===== src/rtl/uart_text_console_if.sv =====
// Signal bundle shared by the UART receiver, the text console writer and the character BRAM / VGA reader.
interface uart_text_console_if #(
    parameter int COLS       = 80,
    parameter int ROWS       = 60,
    parameter int ADDR_WIDTH = 13,
    parameter int DATA_WIDTH = 7
);
    localparam int COL_W = (COLS > 1) ? $clog2(COLS) : 1;
    localparam int ROW_W = (ROWS > 1) ? $clog2(ROWS) : 1;

    // uart_flag is a one-cycle strobe with no backpressure: a byte is taken when
    // ready is high, parked in a one-entry holding register otherwise, and dropped
    // (overrun pulses one cycle later) when that register is already occupied.
    logic                  uart_flag;
    logic [DATA_WIDTH-1:0] uart_data;
    logic                  ready;
    logic                  overrun;
    logic                  bram_wen;
    logic [ADDR_WIDTH-1:0] bram_addr;
    logic [DATA_WIDTH-1:0] bram_data;
    logic [COL_W-1:0]      cursor_col;
    logic [ROW_W-1:0]      cursor_row;
    logic [ROW_W-1:0]      scroll_row;
    logic [1:0]            fsm_state;

    modport master (
        output uart_flag, uart_data,
        input  ready, overrun, bram_wen, bram_addr, bram_data,
        input  cursor_col, cursor_row, scroll_row, fsm_state
    );

    modport slave (
        input  uart_flag, uart_data,
        output ready, overrun, bram_wen, bram_addr, bram_data,
        output cursor_col, cursor_row, scroll_row, fsm_state
    );
endinterface


===== src/rtl/uart_text_console.sv =====
// Terminal-style writer from UART bytes into a character BRAM with pointer-rotation scrolling.
// Define UART_TEXT_CONSOLE_BACKSPACE_EN to make 0x08 erase the cell left of the cursor.
module uart_text_console #(
    parameter int                    COLS       = 80,
    parameter int                    ROWS       = 60,
    parameter int                    ADDR_WIDTH = 13,
    parameter int                    DATA_WIDTH = 7,
    parameter logic [DATA_WIDTH-1:0] BLANK      = '0
) (
    input  logic               clk,
    input  logic               resetn,
    uart_text_console_if.slave bus
);
    localparam int COL_W = (COLS > 1) ? $clog2(COLS) : 1;
    localparam int ROW_W = (ROWS > 1) ? $clog2(ROWS) : 1;
    localparam int CNT_W = ADDR_WIDTH + 1;

    localparam logic [CNT_W-1:0]      CELLS_C    = CNT_W'(COLS * ROWS);
    localparam logic [CNT_W-1:0]      CLR_LAST   = CNT_W'(COLS - 1);
    localparam logic [COL_W-1:0]      LAST_COL   = COL_W'(COLS - 1);
    localparam logic [ROW_W-1:0]      LAST_ROW   = ROW_W'(ROWS - 1);
    localparam logic [ADDR_WIDTH-1:0] LAST_BASE  = ADDR_WIDTH'((ROWS - 1) * COLS);
    localparam logic [ADDR_WIDTH-1:0] ROW_STEP   = ADDR_WIDTH'(COLS);
    localparam logic [DATA_WIDTH-1:0] CH_CR      = DATA_WIDTH'(8'h0D);
    localparam logic [DATA_WIDTH-1:0] CH_LF      = DATA_WIDTH'(8'h0A);
    localparam logic [DATA_WIDTH-1:0] CH_SPACE   = DATA_WIDTH'(8'h20);
    localparam logic [DATA_WIDTH-1:0] CH_DEL     = DATA_WIDTH'(8'h7F);
`ifdef UART_TEXT_CONSOLE_BACKSPACE_EN
    localparam logic [DATA_WIDTH-1:0] CH_BS      = DATA_WIDTH'(8'h08);
`endif

    typedef enum logic [1:0] {INIT = 2'd0, IDLE = 2'd1, CLEAR = 2'd2} state_t;

    state_t                state, state_nxt;
    logic                  hold_valid, hold_valid_nxt;
    logic [DATA_WIDTH-1:0] hold_data;
    logic [COL_W-1:0]      col, col_nxt;
    logic [ROW_W-1:0]      row, scroll, next_row, next_scroll;
    logic [ADDR_WIDTH-1:0] base, next_base, cur_addr, wr_addr;
    logic [CNT_W-1:0]      cnt;
    logic [DATA_WIDTH-1:0] ch, wr_data;
    logic                  take, is_print, wr, nl, scroll_now, store, drop;
    logic                  wen_q, ready_q, overrun_q;
    logic [ADDR_WIDTH-1:0] addr_q;
    logic [DATA_WIDTH-1:0] data_q;

    always_comb begin
        take        = (state == IDLE) && (hold_valid || bus.uart_flag);
        ch          = hold_valid ? hold_data : bus.uart_data;
        next_row    = (row == LAST_ROW) ? '0 : row + ROW_W'(1);
        next_scroll = (scroll == LAST_ROW) ? '0 : scroll + ROW_W'(1);
        next_base   = (base == LAST_BASE) ? '0 : base + ROW_STEP;
        cur_addr    = base + ADDR_WIDTH'(col);
        // Codes >= 0x80 are printable too, so one unsigned compare covers both ranges.
        is_print    = (ch >= CH_SPACE) && (ch != CH_DEL);

        col_nxt = col;
        nl      = 1'b0;
        wr      = 1'b0;
        wr_addr = cur_addr;
        wr_data = ch;
        if (take) begin
            if (ch == CH_CR) begin
                col_nxt = '0;
            end else if (ch == CH_LF) begin
                nl = 1'b1;
`ifdef UART_TEXT_CONSOLE_BACKSPACE_EN
            end else if (ch == CH_BS) begin
                if (col != '0) begin
                    col_nxt = col - COL_W'(1);
                    wr      = 1'b1;
                    wr_addr = cur_addr - ADDR_WIDTH'(1);
                    wr_data = BLANK;
                end
`endif
            end else if (is_print) begin
                wr = 1'b1;
                if (col == LAST_COL) begin
                    col_nxt = '0;
                    nl      = 1'b1;
                end else begin
                    col_nxt = col + COL_W'(1);
                end
            end
        end
        // The cursor leaves the last visible row exactly when its next row is the top row.
        scroll_now = nl && (next_row == scroll);

        case (state)
            INIT:    state_nxt = (cnt == CELLS_C) ? IDLE : INIT;
            CLEAR:   state_nxt = (cnt == CLR_LAST) ? IDLE : CLEAR;
            IDLE:    state_nxt = scroll_now ? CLEAR : IDLE;
            default: state_nxt = INIT;
        endcase

        drop           = bus.uart_flag && hold_valid && (state != IDLE);
        store          = bus.uart_flag && !drop && !((state == IDLE) && !hold_valid);
        hold_valid_nxt = store ? 1'b1 : ((state == IDLE) ? 1'b0 : hold_valid);
    end

    always_ff @(posedge clk or negedge resetn) begin
        if (!resetn) begin
            state      <= INIT;
            hold_valid <= 1'b0;
            hold_data  <= '0;
            col        <= '0;
            row        <= '0;
            scroll     <= '0;
            base       <= '0;
            cnt        <= '0;
            wen_q      <= 1'b0;
            addr_q     <= '0;
            data_q     <= '0;
            ready_q    <= 1'b0;
            overrun_q  <= 1'b0;
        end else begin
            state      <= state_nxt;
            hold_valid <= hold_valid_nxt;
            if (store) hold_data <= bus.uart_data;
            overrun_q  <= drop;
            ready_q    <= (state_nxt == IDLE) && !hold_valid_nxt;
            wen_q      <= 1'b0;

            case (state)
                INIT: begin
                    if (cnt != CELLS_C) begin
                        wen_q  <= 1'b1;
                        addr_q <= cnt[ADDR_WIDTH-1:0];
                        data_q <= BLANK;
                        cnt    <= cnt + CNT_W'(1);
                    end
                end
                CLEAR: begin
                    wen_q  <= 1'b1;
                    addr_q <= base + cnt[ADDR_WIDTH-1:0];
                    data_q <= BLANK;
                    cnt    <= cnt + CNT_W'(1);
                end
                IDLE: begin
                    col <= col_nxt;
                    if (wr) begin
                        wen_q  <= 1'b1;
                        addr_q <= wr_addr;
                        data_q <= wr_data;
                    end
                    if (nl) begin
                        row  <= next_row;
                        base <= next_base;
                    end
                    if (scroll_now) begin
                        scroll <= next_scroll;
                        cnt    <= '0;
                    end
                end
                default: cnt <= '0;
            endcase
        end
    end

    assign bus.bram_wen   = wen_q;
    assign bus.bram_addr  = addr_q;
    assign bus.bram_data  = data_q;
    assign bus.ready      = ready_q;
    assign bus.overrun    = overrun_q;
    assign bus.cursor_col = col;
    assign bus.cursor_row = row;
    assign bus.scroll_row = scroll;
    assign bus.fsm_state  = state;
endmodule


===== src/flat_wrapper.sv =====
// flat-port wrapper written by rule: the top's interface ports become plain ports
module uart_text_console_flat 
#(
    parameter int                    COLS       = 80,
    parameter int                    ROWS       = 60,
    parameter int                    ADDR_WIDTH = 13,
    parameter int                    DATA_WIDTH = 7,
    parameter logic [DATA_WIDTH-1:0] BLANK      = '0
)
  (clk, resetn, bus_uart_flag, bus_uart_data, bus_ready, bus_overrun, bus_bram_wen, bus_bram_addr, bus_bram_data, bus_cursor_col, bus_cursor_row, bus_scroll_row, bus_fsm_state);
  uart_text_console_if #(.COLS(COLS), .ROWS(ROWS), .ADDR_WIDTH(ADDR_WIDTH), .DATA_WIDTH(DATA_WIDTH)) bus_i ();
  input  logic clk;
  input  logic resetn;
  input wire logic [$bits(bus_i.uart_flag)-1:0] bus_uart_flag;
  input wire logic [$bits(bus_i.uart_data)-1:0] bus_uart_data;
  output wire logic [$bits(bus_i.ready)-1:0] bus_ready;
  output wire logic [$bits(bus_i.overrun)-1:0] bus_overrun;
  output wire logic [$bits(bus_i.bram_wen)-1:0] bus_bram_wen;
  output wire logic [$bits(bus_i.bram_addr)-1:0] bus_bram_addr;
  output wire logic [$bits(bus_i.bram_data)-1:0] bus_bram_data;
  output wire logic [$bits(bus_i.cursor_col)-1:0] bus_cursor_col;
  output wire logic [$bits(bus_i.cursor_row)-1:0] bus_cursor_row;
  output wire logic [$bits(bus_i.scroll_row)-1:0] bus_scroll_row;
  output wire logic [$bits(bus_i.fsm_state)-1:0] bus_fsm_state;
  assign bus_i.uart_flag = bus_uart_flag;
  assign bus_i.uart_data = bus_uart_data;
  assign bus_ready = bus_i.ready;
  assign bus_overrun = bus_i.overrun;
  assign bus_bram_wen = bus_i.bram_wen;
  assign bus_bram_addr = bus_i.bram_addr;
  assign bus_bram_data = bus_i.bram_data;
  assign bus_cursor_col = bus_i.cursor_col;
  assign bus_cursor_row = bus_i.cursor_row;
  assign bus_scroll_row = bus_i.scroll_row;
  assign bus_fsm_state = bus_i.fsm_state;
  uart_text_console #(.COLS(COLS), .ROWS(ROWS), .ADDR_WIDTH(ADDR_WIDTH), .DATA_WIDTH(DATA_WIDTH), .BLANK(BLANK)) u_core (.clk(clk), .resetn(resetn), .bus(bus_i));
endmodule

===== config.mk =====
export PLATFORM = sky130hd
export DESIGN_NAME = uart_text_console_flat
export DESIGN_NICKNAME = d
export VERILOG_FILES = /design/src/rtl/uart_text_console_if.sv /design/src/rtl/uart_text_console.sv /design/src/flat_wrapper.sv
export SDC_FILE = /design/constraint.sdc
export NUM_CORES = 1
export LEC_CHECK = 0
export CORE_AREA = 2 2 168 120
export CTS_CLUSTER_DIAMETER = 150
export DETAILED_ROUTE_END_ITERATION = 10
export DIE_AREA = 0 0 170 122
export GPL_TIMING_DRIVEN = 0
export HOLD_SLACK_MARGIN = 0.05
export PLACE_DENSITY_LB_ADDON = 0.25
export SLEW_MARGIN = 20
export SYNTH_ARGS = -nofsm -noshare
export SYNTH_HDL_FRONTEND = slang
export SYNTH_SLANG_ARGS = --single-unit

===== constraint.sdc =====
create_clock -name clk -period 5.8 [get_ports clk]
set_input_delay 1.45 -clock clk [delete_from_list [all_inputs] [get_ports clk]]
set_output_delay 1.45 -clock clk [all_outputs]
set_load 0.01 [all_outputs]

; ---- Yosys cells after proc, flatten, opt, wreduce, memory -nomap -nowiden
; Index checks and enable logic that the tools add are counted.
[classes]
eq_ne = 19
n_reduce_logical = 22
muxes = 35
n_addsub = 7
n_lt_le_gt_ge = 1
[ops]
columns = operator, count
row1 = $mux 7, 7
row2 = $pmux 14 s3, 1
row3 = $mux 13, 3
row4 = $pmux 13 s3, 1
row5 = $mux 14, 2
row6 = $pmux 7 s3, 1
row7 = $add 14x1->14 const B, 1
row8 = $eq 14x13->1 const B, 1
row9 = $eq 14x7->1 const B, 1
row10 = $eq 7x4->1 const B, 2
row11 = $mux 1, 14
row12 = $ne 14x13->1 const B, 1
row13 = $add 13x13->13, 1
row14 = $add 13x7->13, 1
row15 = $add 13x7->13 const B, 1
row16 = $eq 13x13->1 const B, 1
row17 = $add 6x1->6 const B, 2
row18 = $eq 6x6->1 const B, 2
row19 = $mux 6, 2
row20 = $ne 2x1->1 const B, 5
row21 = $logic_and 1x1->1, 9
row22 = $add 7x1->7 const B, 1
row23 = $eq 7x7->1 const B, 1
row24 = $ge 7x6->1 const B, 1
row25 = other kinds (15), 22
[word_totals]
wordCells = 97
reg_bits = 79
input_bits = 10
output_inout_bits = 44

; ---- Logic depth before layout (Yosys ltp)
; Gate-level depths: netlist of the first run.
[logic_depth]
depth_word = 12
ltp_mapped = 15
mapped_depth_nobuf = 12

; ---- Least setup slack after synthesis of the first run
; OpenSTA, ideal clock, no wires.
[synth_path]
kind = in2reg
from = input bus_uart_data[6]
to = register u_core.row[0], in the netlist u_core.bus.cursor_row[0]
required_ns = 5.675
slack_ns = 2.339
t_arrival_ns = 3.336
setup_ns = 0.125
cell_stages = 7
cell_sequence = or4b_1 o32a_1 nor2_2 nor2_1 o21ai_1 buf_2 mux2_2
[synth_via]
elab_chain_cells = 8
word_cells_on_any_way = 11
classes_between = order compare: 1 / eq/ne: 3 / mux: 5 / reduce/logical: 2
[synth_rtl]
columns = element, line
row1 = "start, declared", flat_wrapper.sv:15  ; input wire logic [$bits(bus_i.uart_data)-1:0] bus_uart_data;
row2 = $mux 7 *, uart_text_console.sv:49  ; ch = hold_valid ? hold_data : bus.uart_data;
row3 = $ge 7x6->1 / $ne 7x7->1 (equally long branches), uart_text_console.sv:55  ; is_print = (ch >= CH_SPACE) && (ch != CH_DEL);
row4 = $logic_and 1x1->1, uart_text_console.sv:55
row5 = $mux 1, uart_text_console.sv:76  ; end else if (is_print) begin
row6 = $mux 1, uart_text_console.sv:65  ; end else if (ch == CH_LF) begin
row7 = $mux 1 *, uart_text_console.sv:63  ; if (ch == CH_CR) begin
row8 = $mux 1 *, uart_text_console.sv:62  ; if (take) begin
row9 = $reduce_and 2->1 (no line) *, -
row10 = "end signal, assigned", uart_text_console.sv:147  ; row <= next_row;
row11 = "end, declared", uart_text_console.sv:38  ; logic [ROW_W-1:0] row, scroll, next_row, next_scroll;
; Mark *: on every way between the ends. The rest lies on a longest branch, timed or not.
; A chain may end at the register's enable or synchronous reset.

; ---- Final worst setup path of the first run
[layout_path]
from = register u_core.state[1], in the netlist u_core.bus.fsm_state[1]
to = register u_core.addr_q[12], in the netlist u_core.bus.bram_addr[12]
[layout_via]
elab_chain_cells = 5
word_cells_on_any_way = 10
classes_between = eq/ne: 4 / mux: 2 / reduce/logical: 4
[layout_rtl]
columns = element, line
row1 = "start, declared", uart_text_console.sv:34  ; state_t state, state_nxt;
row2 = "start signal, assigned", uart_text_console.sv:117  ; state <= state_nxt;
row3 = $eq 2x1->1, "uart_text_console.sv:48, uart_text_console.sv:124"
row4 = $logic_and 1x1->1, uart_text_console.sv:48  ; take = (state == IDLE) && (hold_valid || bus.uart_flag);
row5 = $mux 1, uart_text_console.sv:62
row6 = $ne 2x1->1 (no line), -
row7 = $reduce_and 3->1 (no line), -
row8 = "end signal, assigned", uart_text_console.sv:128  ; addr_q <= cnt[ADDR_WIDTH-1:0];
row9 = "end signal, assigned", uart_text_console.sv:135  ; addr_q <= base + cnt[ADDR_WIDTH-1:0];
row10 = "end signal, assigned", uart_text_console.sv:143  ; addr_q <= wr_addr;
row11 = "end, declared", uart_text_console.sv:44  ; logic [ADDR_WIDTH-1:0] addr_q;
; Several ways; a longest one is shown, not always the timed one.

==> results by group, run 1 <==
Floorplan
  – Rows: 43
  – Die Area: 0.0207 mm^2
  – Vert. Die Dim: 122 um
  – Die width: 170 um
  – Placeable core region: 0.0194 mm^2
  – Initial cell density of the core: 24.3%
  – Number of placed I/O pins: 54

Logic synthesis
  – Yosys warnings: 0
  – Main combinational cell family by area after synthesis: simple AND/OR/NAND/NOR gates
  – Sequential area share after synthesis: 39.9%
  – Syn Inst Count: 520
  – Mux cell area share after synthesis: 6.54%
  – Total standard cell area after synthesis: 0.00471 mm^2
  – Library cell with the highest instance count after synthesis: sky130_fd_sc_hd__dfrtp_1
  – Dominant cell type by area after synthesis: sky130_fd_sc_hd__dfrtp_1
  – Proportion of netlist area held by the largest area contributor: 39.9%
  – Total nets after synthesis: 549
  – Area share of xor/xnor cells in the synthesized design: 3.35%
  – Post-synthesis average cell area: 9.05 um^2
  – Async SR Flop Fraction: 100%
  – Count of cell types in the netlist: 60
  – Number of flops mapped to enable cells by yosys: 0
  – Flop and latch count out of synthesis: 75
  – List of most frequent post-synthesis cells: sky130_fd_sc_hd__dfrtp_1 (75), sky130_fd_sc_hd__nand2_1 (55), sky130_fd_sc_hd__o21ai_0 (45)
  – Adder and majority gate portion of the synthesized area: 5.05%
  – Simple logic cell fraction of the synthesized area: 21.6%
  – Post-synth top flop: sky130_fd_sc_hd__dfrtp_1
  – Compound-gate portion of the synthesized area: 18.8%
  – Area contributors post-synth: sky130_fd_sc_hd__dfrtp_1 (40%), sky130_fd_sc_hd__ha_1 (5.1%), sky130_fd_sc_hd__o21ai_0 (4.8%), sky130_fd_sc_hd__nand2_1 (4.4%), sky130_fd_sc_hd__mux2_2 (3.3%)

Global routing
  – Maximum number of pins on one net before global-route repair: 46
  – GRT met1 Usage: 20.3%
  – GR met2 Demand/Resource: 19.1%
  – Total grt overflow: 0
  – Met3 track demand over resource in global routing: 3.28%
  – Number of antenna violations at the first check in global routing: 0
  – Wire length of the first global-routing pass: 22000 um
  – Via count of the first global-routing pass: 4034
  – Total track usage: 13.6%
  – Routing layer with the top usage in global route: met1

STA
  – Pins over their slew limit: 0
  – Smallest hold slack: 0.481 ns
  – Actual transition at the worst max-transition pin: 0.855 ns
  – Final hold vios: 0
  – Highest attainable clock frequency: 221 MHz
  – Final worst path period need: 4.53 ns
  – Total Neg Setup Slack: 0 ns
  – Ratio of final minimum period to clock period: 78.1%
  – Rel. slew slack: 42.5%
  – Final setup violation count: 0
  – Unrepaired setup endpoints after global routing: false
  – Largest clock skew in the final design: 0.00782 ns

CTS
  – CTS buffer count: 9
  – H-Tree Level Count: 3
  – TritonCTS clock tree: yes
  – Post-CTS Hold Fix Bufs: 0
  – Quantity of gates resized following cts: 0
  – TritonCTS Sinks: 75
  – Clock Latency Late Sink: 0.35 ns
  – Maximum buffer depth of the clock tree: 2
  – Post-CTS Setup Repair Bufs: 0
  – Clock tree root driver cell: sky130_fd_sc_hd__clkbuf_16
  – Clock slew seen by the registers of the worst setup and hold paths: 0.06 ns

Power
  – Overall power after layout: 1170 uW
  – Peak supply drop: 140 uV
  – Power density relative to cell area: 199 mW/mm^2
  – Leakage power: 0.00249 uW

Place
  – Number of port buffers: 53
  – HPWL after DPL: 10300 um
  – Post-Place Cell Area: 0.00557 mm^2
  – Placer's final routability congestion estimate: 0.855

Layout
  – Layout area overhead: 25.3%
  – Summed area of non-filler cells in the final layout: 0.00590 mm^2
  – Number of nets in the layout: 614
  – Share of cells above drive strength 1: 9.15%
  – Ant. Diodes: 0

Worst setup path
  – CP Class: register to register
  – Setup crit start kind: register
  – Cell breakdown of the critical path: inv_1 -> ha_1 -> clkbuf_1 -> buf_1 -> clkbuf_1 -> o21ai_0 -> ha_1 -> and3_1 -> or2_2 -> o31ai_1 -> o2111ai_1 -> xnor2_1 -> mux2i_1 -> o21ai_0
  – Slowest cell on the critical path: sky130_fd_sc_hd__clkbuf_1
  – Arr. time, crit path: 4.75 ns
  – Required time at the endpoint of the critical path: 6.02 ns
  – CP max FO: 10
  – Worst stage delay on the critical path: 0.48 ns
  – CP bufs+invs: 4
  – Delay-heaviest family, CP: buffers and inverters
  – Type of destination of the critical path: register

Detailed routing
  – Number of vias per cell: 5.10
  – Final ANT Viol Nets: 0
  – Number of remaining DRC errors: 0
  – 1st-pass router iterations: 5
  – Wirelength per Cell: 16.6 um
  – Total number of vias: 4267
  – Total wire length after detailed routing: 13900 um
  – Initial drt markers: 298

Run status
  – Result of the run: finished, final reports clean

Min path
  – Path category of the worst min-delay check: register to register

Job
  – Max-cap violations: 0
[tightest hold or removal path, delay by kind of cell, from the launching register on]
kind            cells  cell delay (ns)
flops               1             0.34
simple gates        1             0.05
compound gates      1             0.06
[cell families after synthesis]
family / Yosys count
and+or+nand+nor: 192
AOI/OAI and AO/OA: 136
DFF: 75
buffers and inverters: 50
muxes: 29
adders and majority gates: 19
xor gates and xnor gates: 18
other: 1
[through the flow]
stage | worst slack [ns] | instances | utilization (%)
2_1_floorplan | 2.34 | 520 | -
4_1_cts | 1.35 | 837 | 30.5
3_3_place_gp | 0.483 | 820 | 28.6
6_report | 1.27 | 837 | 30.5
3_5_place_dp | 1.38 | 821 | 28.8
5_1_grt | 0.977 | 837 | 30.5
[per-layer routing]
layer	vias up	wire (um)	part of all wire [%]
li1	2029	-	-
met1	2081	7280	52
met2	138	5570	40
met3	19	770	5.5
met4	0	275	2.0
met5	-	0	0
[worst paths after layout]
kind                                                        end                                 from  depth (start not counted)  slack, ns
min reg2reg                 u_core.bus.bram_data[5]$_DFFE_PN0P_  u_core.bus.bram_data[5]$_DFFE_PN0P_                          2       0.48
max reg2reg                u_core.bus.bram_addr[12]$_DFFE_PN0P_    u_core.bus.fsm_state[1]$_DFF_PN0_                         14       1.27
min in group asynchronous   u_core.bus.bram_data[6]$_DFFE_PN0P_                               resetn                          1       1.04
max                        u_core.bus.bram_addr[12]$_DFFE_PN0P_    u_core.bus.fsm_state[1]$_DFF_PN0_                         14       1.27
min                         u_core.bus.bram_data[5]$_DFFE_PN0P_  u_core.bus.bram_data[5]$_DFFE_PN0P_                          2       0.48
max in group asynchronous  u_core.bus.bram_addr[11]$_DFFE_PN0P_                               resetn                          2       4.18
[area by class of cell]
cell class / count / area [um^2]
multi-input cells: 395 / 2610
repair buffers: 54 / 556
flip-flops and latches: 75 / 1880
inverters: 21 / 78.8
clock buffers: 10 / 239
well taps: 247 / 309
clock inverters: 6 / 88.8
fillers: 2029 / 13500
plain buffers: 29 / 144
[cell usage in the layout (no fill, tap or decap), types with 6 or more instances in the layout]
cell and instances:
sky130_fd_sc_hd__dfrtp_1 75, sky130_fd_sc_hd__nand2_1 55, sky130_fd_sc_hd__clkdlybuf4s50_1 52, sky130_fd_sc_hd__o21ai_0 45, sky130_fd_sc_hd__nand3_1 23, sky130_fd_sc_hd__a21oi_1 22, sky130_fd_sc_hd__nor2_1 21, sky130_fd_sc_hd__inv_1 20
sky130_fd_sc_hd__ha_1 19, sky130_fd_sc_hd__clkbuf_1 17, sky130_fd_sc_hd__mux2i_1 15, sky130_fd_sc_hd__o31ai_1 15, sky130_fd_sc_hd__mux2_2 14, sky130_fd_sc_hd__and3_1 14, sky130_fd_sc_hd__nor2b_1 13, sky130_fd_sc_hd__nor3_1 12
sky130_fd_sc_hd__xnor2_1 12, sky130_fd_sc_hd__clkbuf_16 9, sky130_fd_sc_hd__nand2b_1 8, sky130_fd_sc_hd__and2_1 8, sky130_fd_sc_hd__o41ai_1 8, sky130_fd_sc_hd__nor4_1 7, sky130_fd_sc_hd__buf_2 7, sky130_fd_sc_hd__o22ai_1 7
sky130_fd_sc_hd__a31oi_1 7, sky130_fd_sc_hd__or2_2 6, sky130_fd_sc_hd__nand4_1 6, sky130_fd_sc_hd__xor2_1 6
[sequential cells by signal (all words and copies together) (netlist names)]
register	flops
u_core.bus.cursor_col	7
u_core.cnt	14
u_core.bus.fsm_state	2
u_core.bus.bram_addr	13
u_core.bus.scroll_row	6
u_core.bus.bram_wen	1
u_core.base	9
u_core.bus.bram_data	7
u_core.hold_data	7
u_core.bus.cursor_row	6
u_core.bus.ready	1
u_core.hold_valid	1
u_core.bus.overrun	1
[where the power goes]
group          leakage [uW]  internal, uW  switching [uW]
Combinational       0.00134          8.55            14.8
Clock              0.000155           388             236
Sequential         0.000997           523          0.0672
Total               0.00249           920             251
Note: power is estimated with default switching activity, not from simulation.
==> run 2: changes to the inputs <==
Clock period 5.8 ns to 4.4 ns, I/O delays scaled along.
==> results by group, run 2 (synthesized netlist as in run 1, its figures left out) <==
Power
  – Peak supply drop: 185 uV
  – Clock share of power: 53.2%
  – Power density relative to cell area: 261 mW/mm^2
  – Int Power: 1210 uW
  – Fraction of power consumed by sequential logic: 44.8%
  – Switching Share: 21.3%
  – Sw power: 328 uW
  – Combinational share of power: 2.0%
  – Overall power after layout: 1540 uW
  – Leakage power: 0.00250 uW

Worst setup path
  – Slowest cell on the critical path: sky130_fd_sc_hd__dfrtp_1
  – Arr. time, crit path: 4.18 ns
  – Setup crit start kind: register
  – Worst stage delay on the critical path: 0.42 ns
  – Required time at the endpoint of the critical path: 4.61 ns
  – Crit-path most repeated cell: sky130_fd_sc_hd__clkbuf_2
  – CP Class: register to register
  – Cell breakdown of the critical path: inv_1 -> ha_1 -> clkbuf_2 -> clkbuf_2 -> clkbuf_2 -> nand2_1 -> o21ai_0 -> ha_1 -> and3_1 -> or2_2 -> o31ai_1 -> o2111ai_1 -> xnor2_1 -> mux2i_1 -> o21ai_0
  – Type of destination of the critical path: register
  – CP max FO: 10

Layout
  – Commonest cells after routing, fill and taps aside: sky130_fd_sc_hd__dfrtp_1 (75), sky130_fd_sc_hd__nand2_1 (55), sky130_fd_sc_hd__clkdlybuf4s50_1 (52)
  – Reg with most FFs: u_core.cnt
  – Summed area of non-filler cells in the final layout: 0.00590 mm^2
  – Number of nets in the layout: 614
  – Register area: 0.00188 mm^2
  – Share of cells above drive strength 1: 9.66%
  – Final core area utilization: 30.5%
  – Ant. Diodes: 0
  – Commonest non-fill, non-tap cell in the layout: sky130_fd_sc_hd__dfrtp_1
  – Layout area overhead: 25.4%
  – Final std cells w/o fill: 837
  – FILL cells: 2032
  – Multi-input combinational cell area: 0.00261 mm^2
  – Max reg flops: 14

Global routing
  – Via count of the first global-routing pass: 4033
  – Wire length of the first global-routing pass: 22000 um
  – Total track usage: 13.6%
  – Total grt overflow: 0
  – Maximum number of pins on one net before global-route repair: 46
  – Number of antenna violations at the first check in global routing: 0

STA
  – Highest attainable clock frequency: 252 MHz
  – Unrepaired setup endpoints after global routing: false
  – Actual transition at the worst max-transition pin: 0.855 ns
  – Final worst path period need: 3.96 ns
  – Final setup violation count: 0
  – Ratio of final minimum period to clock period: 90.1%
  – Final hold vios: 0
  – Pins over their slew limit: 0
  – Rel. slew slack: 42.5%
  – Largest clock skew in the final design: 0.00834 ns

CTS
  – Clock slew seen by the registers of the worst setup and hold paths: 0.06 ns
  – Post-CTS Hold Fix Bufs: 0
  – Maximum buffer depth of the clock tree: 2
  – TritonCTS Sinks: 75
  – Clock tree root driver cell: sky130_fd_sc_hd__clkbuf_16
  – TritonCTS clock tree: yes
  – H-Tree Level Count: 3
  – Post-CTS Setup Repair Bufs: 0
  – Clock Latency Late Sink: 0.35 ns
  – CTS buffer count: 9

Floorplan
  – Vert. Die Dim: 122 um
  – Rows: 43
  – Number of placed I/O pins: 54
  – Placeable core region: 0.0194 mm^2
  – Die width: 170 um
  – Initial cell density of the core: 24.3%
  – Die Area: 0.0207 mm^2

Run status
  – Result of the run: finished, final reports clean

Place
  – Number of port buffers: 53
  – Placer's final routability congestion estimate: 0.855
  – HPWL after DPL: 10300 um
  – Post-Place Cell Area: 0.00557 mm^2
  – Number of cells after detailed placement: 821

Detailed routing
  – Total wire length after detailed routing: 13900 um
  – Final ANT Viol Nets: 0
  – Total number of vias: 4260
  – Initial drt markers: 277
  – 1st-pass router iterations: 5
  – Number of remaining DRC errors: 0
  – Wirelength per Cell: 16.6 um
  – Number of vias per cell: 5.09

Job
  – Max-cap violations: 0

Min path
  – Path category of the worst min-delay check: register to register
-- run 2: repair_timing --
action | CTS | global route
endpoints found under the setup margin | 1 | 1
cloned | 0 | 0
hold endpoints to repair | 0 | 0
resized for setup | 1 | 3
-- run 2: worst paths after layout --
path,to,from,slack [ns],depth (start not counted)
max,u_core.bus.bram_addr[12]$_DFFE_PN0P_,u_core.bus.fsm_state[1]$_DFF_PN0_,0.44,15
min,u_core.bus.bram_data[5]$_DFFE_PN0P_,u_core.bus.bram_data[5]$_DFFE_PN0P_,0.48,2
max reg2reg,u_core.bus.bram_addr[12]$_DFFE_PN0P_,u_core.bus.fsm_state[1]$_DFF_PN0_,0.44,15
min reg2reg,u_core.bus.bram_data[5]$_DFFE_PN0P_,u_core.bus.bram_data[5]$_DFFE_PN0P_,0.48,2
max in group asynchronous,u_core.bus.bram_addr[11]$_DFFE_PN0P_,resetn,3.12,2
min in group asynchronous,u_core.bus.bram_data[6]$_DFFE_PN0P_,resetn,0.69,1
-- run 2: metal layers --
metal,GRT usage [%],share of wire [%],vias up
li1,-,-,2027
met1,20.3,52,2067
met2,19.1,40,146
met3,3.28,6.2,20
met4,4.70,2.0,0
met5,0,0,-
-- run 2: worst max-delay path: cells and delay by family, from the launching register on --
kind,cells,cell delay (ns)
adders and majority gates,2,0.52
muxes,1,0.32
DFF,1,0.42
buffers and inverters,4,0.96
and+or+nand+nor,3,0.61
AOI/OAI and AO/OA,4,0.84
xor gates and xnor gates,1,0.17
-- run 2: cell type report --
| type | count | share of cell area [%] |
|---|---|---|
| buffer | 29 | 2.50 |
| clock buffer | 10 | 4.05 |
| clock inverter | 6 | 1.50 |
| inverter | 21 | 1.34 |
| multi-input combinational | 395 | 44.2 |
| sequential | 75 | 31.8 |
| tap | 247 | 5.24 |
| timing repair buffer | 54 | 9.41 |
-- run 2: stage by stage --
stage	TNS, ns	setup slack (ns)	hold WS [ns]
after floorplan	0	1.05	0.470
after global placement	-42.00	-0.567	0.464
after detailed placement	-0.0244	-0.0244	0.474
after CTS	0	0.126	0.489
after global routing	0	0.142	0.513
final	0	0.437	0.481
-- run 2: power groups by stage --
stage	registers [uW]	logic, uW	clock network, uW
after floorplan	703	1.59	0
after CTS	690	32.5	837
after detailed placement	703	32.3	0
final	690	30.9	820
after global routing	690	35.2	866
after global placement	703	29.0	0
==> run 3: changes to the inputs <==
--- a/config.mk
+++ b/config.mk
@@ -6,11 +6,12 @@
 export NUM_CORES = 1
 export LEC_CHECK = 0
-export CORE_AREA = 2 2 168 120
+export CORE_AREA = 2 2 112 82
 export CTS_CLUSTER_DIAMETER = 150
 export DETAILED_ROUTE_END_ITERATION = 10
-export DIE_AREA = 0 0 170 122
+export DIE_AREA = 0 0 114 84
 export GPL_TIMING_DRIVEN = 0
 export HOLD_SLACK_MARGIN = 0.05
 export PLACE_DENSITY_LB_ADDON = 0.25
+export SETUP_SLACK_MARGIN = 0.05
 export SLEW_MARGIN = 20
 export SYNTH_ARGS = -nofsm -noshare
==> constraint.sdc (replaced) <==
create_clock -name clk -period 4.4 [get_ports clk]
set_input_delay 1.1 -clock clk [delete_from_list [all_inputs] [get_ports clk]]
set_output_delay 1.1 -clock clk [all_outputs]
set_load 0.005 [all_outputs]
==> results by group, run 3 (synthesized netlist as in run 1, its figures left out) <==
Global routing
  – Total track usage: 27.3%
  – Wire length of the first global-routing pass: 20600 um
  – Via count of the first global-routing pass: 4129
  – Total grt overflow: 0
  – Maximum number of pins on one net before global-route repair: 51
  – Number of antenna violations at the first check in global routing: 0

Detailed routing
  – Number of vias per cell: 6.14
  – Total number of vias: 4283
  – Wirelength per Cell: 17.7 um
  – 1st-pass router iterations: 5
  – Initial drt markers: 355
  – Number of remaining DRC errors: 0
  – Total wire length after detailed routing: 12300 um
  – Final ANT Viol Nets: 0

STA
  – Pins over their slew limit: 0
  – Actual transition at the worst max-transition pin: 0.700 ns
  – Rel. slew slack: 53.3%
  – Unrepaired setup endpoints after global routing: false
  – Final hold vios: 0
  – Total Neg Setup Slack: 0 ns
  – Final worst path period need: 4.09 ns
  – Highest attainable clock frequency: 245 MHz
  – Smallest hold slack: 0.472 ns
  – Final setup violation count: 0
  – Ratio of final minimum period to clock period: 92.9%
  – Largest clock skew in the final design: 0.00550 ns

Power
  – Sw power: 303 uW
  – Power density relative to cell area: 265 mW/mm^2
  – Overall power after layout: 1520 uW
  – Peak supply drop: 285 uV
  – Fraction of power consumed by sequential logic: 45.5%
  – Leakage power: 0.00250 uW
  – Switching Share: 20.0%
  – Int Power: 1210 uW
  – Combinational share of power: 2.0%
  – Clock share of power: 52.5%

Floorplan
  – Initial cell density of the core: 54.5%
  – Placeable core region: 0.00864 mm^2
  – Die Area: 0.00958 mm^2
  – Die width: 114 um
  – Vert. Die Dim: 84 um
  – Rows: 29
  – Number of placed I/O pins: 54

Place
  – HPWL after DPL: 8800 um
  – Post-Place Cell Area: 0.00540 mm^2
  – Placer's final routability congestion estimate: 0.901
  – Number of port buffers: 53

Worst setup path
  – Setup crit start kind: register
  – CP Class: register to register
  – Launch point of the worst reg-to-reg path: u_core.bus.fsm_state[1]$_DFF_PN0_
  – Worst stage delay on the critical path: 0.44 ns
  – CP bufs+invs: 4
  – Type of destination of the critical path: register
  – Delay-heaviest family, CP: buffers and inverters
  – CP max FO: 10
  – Slowest cell on the critical path: sky130_fd_sc_hd__o31ai_1
  – Required time at the endpoint of the critical path: 4.59 ns
  – Cell breakdown of the critical path: inv_1 -> ha_1 -> clkbuf_2 -> clkbuf_2 -> clkbuf_2 -> nand2_1 -> o21ai_0 -> ha_1 -> and3_1 -> or2_2 -> o31ai_1 -> o2111ai_1 -> xnor2_1 -> mux2i_1 -> o21ai_0
  – Crit-path most repeated cell: sky130_fd_sc_hd__clkbuf_2
  – Critical Path Source: u_core.bus.fsm_state[1]$_DFF_PN0_
  – Arr. time, crit path: 4.28 ns

CTS
  – Post-CTS Hold Fix Bufs: 0
  – Maximum buffer depth of the clock tree: 2
  – Clock slew seen by the registers of the worst setup and hold paths: 0.06 ns
  – CTS buffer count: 9
  – Clock Latency Late Sink: 0.34 ns
  – TritonCTS clock tree: yes
  – H-Tree Level Count: 3
  – Post-CTS Setup Repair Bufs: 0
  – Clock tree root driver cell: sky130_fd_sc_hd__clkbuf_16
  – TritonCTS Sinks: 75
  – Quantity of gates resized following cts: 1

Layout
  – Layout area overhead: 21.6%
  – Final core area utilization: 66.3%
  – Max reg flops: 14
  – Reg with most FFs: u_core.cnt
  – Commonest cells after routing, fill and taps aside: sky130_fd_sc_hd__dfrtp_1 (75), sky130_fd_sc_hd__nand2_1 (55), sky130_fd_sc_hd__clkdlybuf4s50_1 (52)
  – Summed area of non-filler cells in the final layout: 0.00572 mm^2
  – Ant. Diodes: 0
  – Number of nets in the layout: 614
  – Commonest non-fill, non-tap cell in the layout: sky130_fd_sc_hd__dfrtp_1
  – Share of cells above drive strength 1: 9.32%

Min path
  – Start point of the worst hold path: u_core.bus.bram_data[3]$_DFFE_PN0P_
  – Path category of the worst min-delay check: register to register

Job
  – Max-cap violations: 0

Run status
  – Result of the run: finished, final reports clean
-- run 3: changes by cell type in the layout (fill, tap and decap cells not counted), sizes merged --
cell,before,now
clkbuf,28,30
clkinvlp,2,0
-- run 3: worst paths after layout --
kind                       cells after the start  slack [ns]                                    to
setup / recovery                              15        0.31  u_core.bus.bram_addr[12]$_DFFE_PN0P_
hold / removal                                 2        0.47   u_core.bus.bram_data[3]$_DFFE_PN0P_
setup reg to reg                              15        0.31  u_core.bus.bram_addr[12]$_DFFE_PN0P_
hold reg to reg                                2        0.47   u_core.bus.bram_data[3]$_DFFE_PN0P_
max in group asynchronous                      2        3.15            u_core.cnt[12]$_DFFE_PN0P_
min in group asynchronous                      1        0.67   u_core.bus.bram_data[4]$_DFFE_PN0P_
-- run 3: layout make-up --
type,count,area (um^2)
multi-input combinational,395,2610
inverter,21,78.8
tap,108,135
buffer,29,148
fill,737,2910
clock buffer,12,246
clock inverter,4,73.8
timing repair buffer,54,556
sequential,75,1880
-- run 3: power by group through the flow --
stage	Combinational, uW	Sequential [uW]	Clock, uW
2_1_floorplan	1.59	703	0
3_3_place_gp	27.6	703	0
3_5_place_dp	31.2	703	0
4_1_cts	31.5	690	808
5_1_grt	34.4	690	827
6_report	30.5	690	796
-- run 3: tightest hold or removal path, stage by stage (launching register included) --
cell and delay [ns]:
sky130_fd_sc_hd__dfrtp_1 0.34, sky130_fd_sc_hd__nand2_1 0.05, sky130_fd_sc_hd__o31ai_1 0.05
-- run 3: stage by stage --
stage	setup WS (ns)	instances
floorplan	1.08	520
global placement	-0.411	681
detailed placement	-0.0693	682
CTS	0.0580	698
global route	0.114	698
finish	0.310	698
-- run 3: routing by layer --
metal | vias up | share of wire [%] | global-route usage (%)
met4 | 0 | 1.8 | 9.76
met1 | 2040 | 47 | 40.0
met2 | 193 | 44 | 40.2
li1 | 2027 | - | -
met3 | 23 | 7.6 | 5.30
met5 | - | 0 | 0
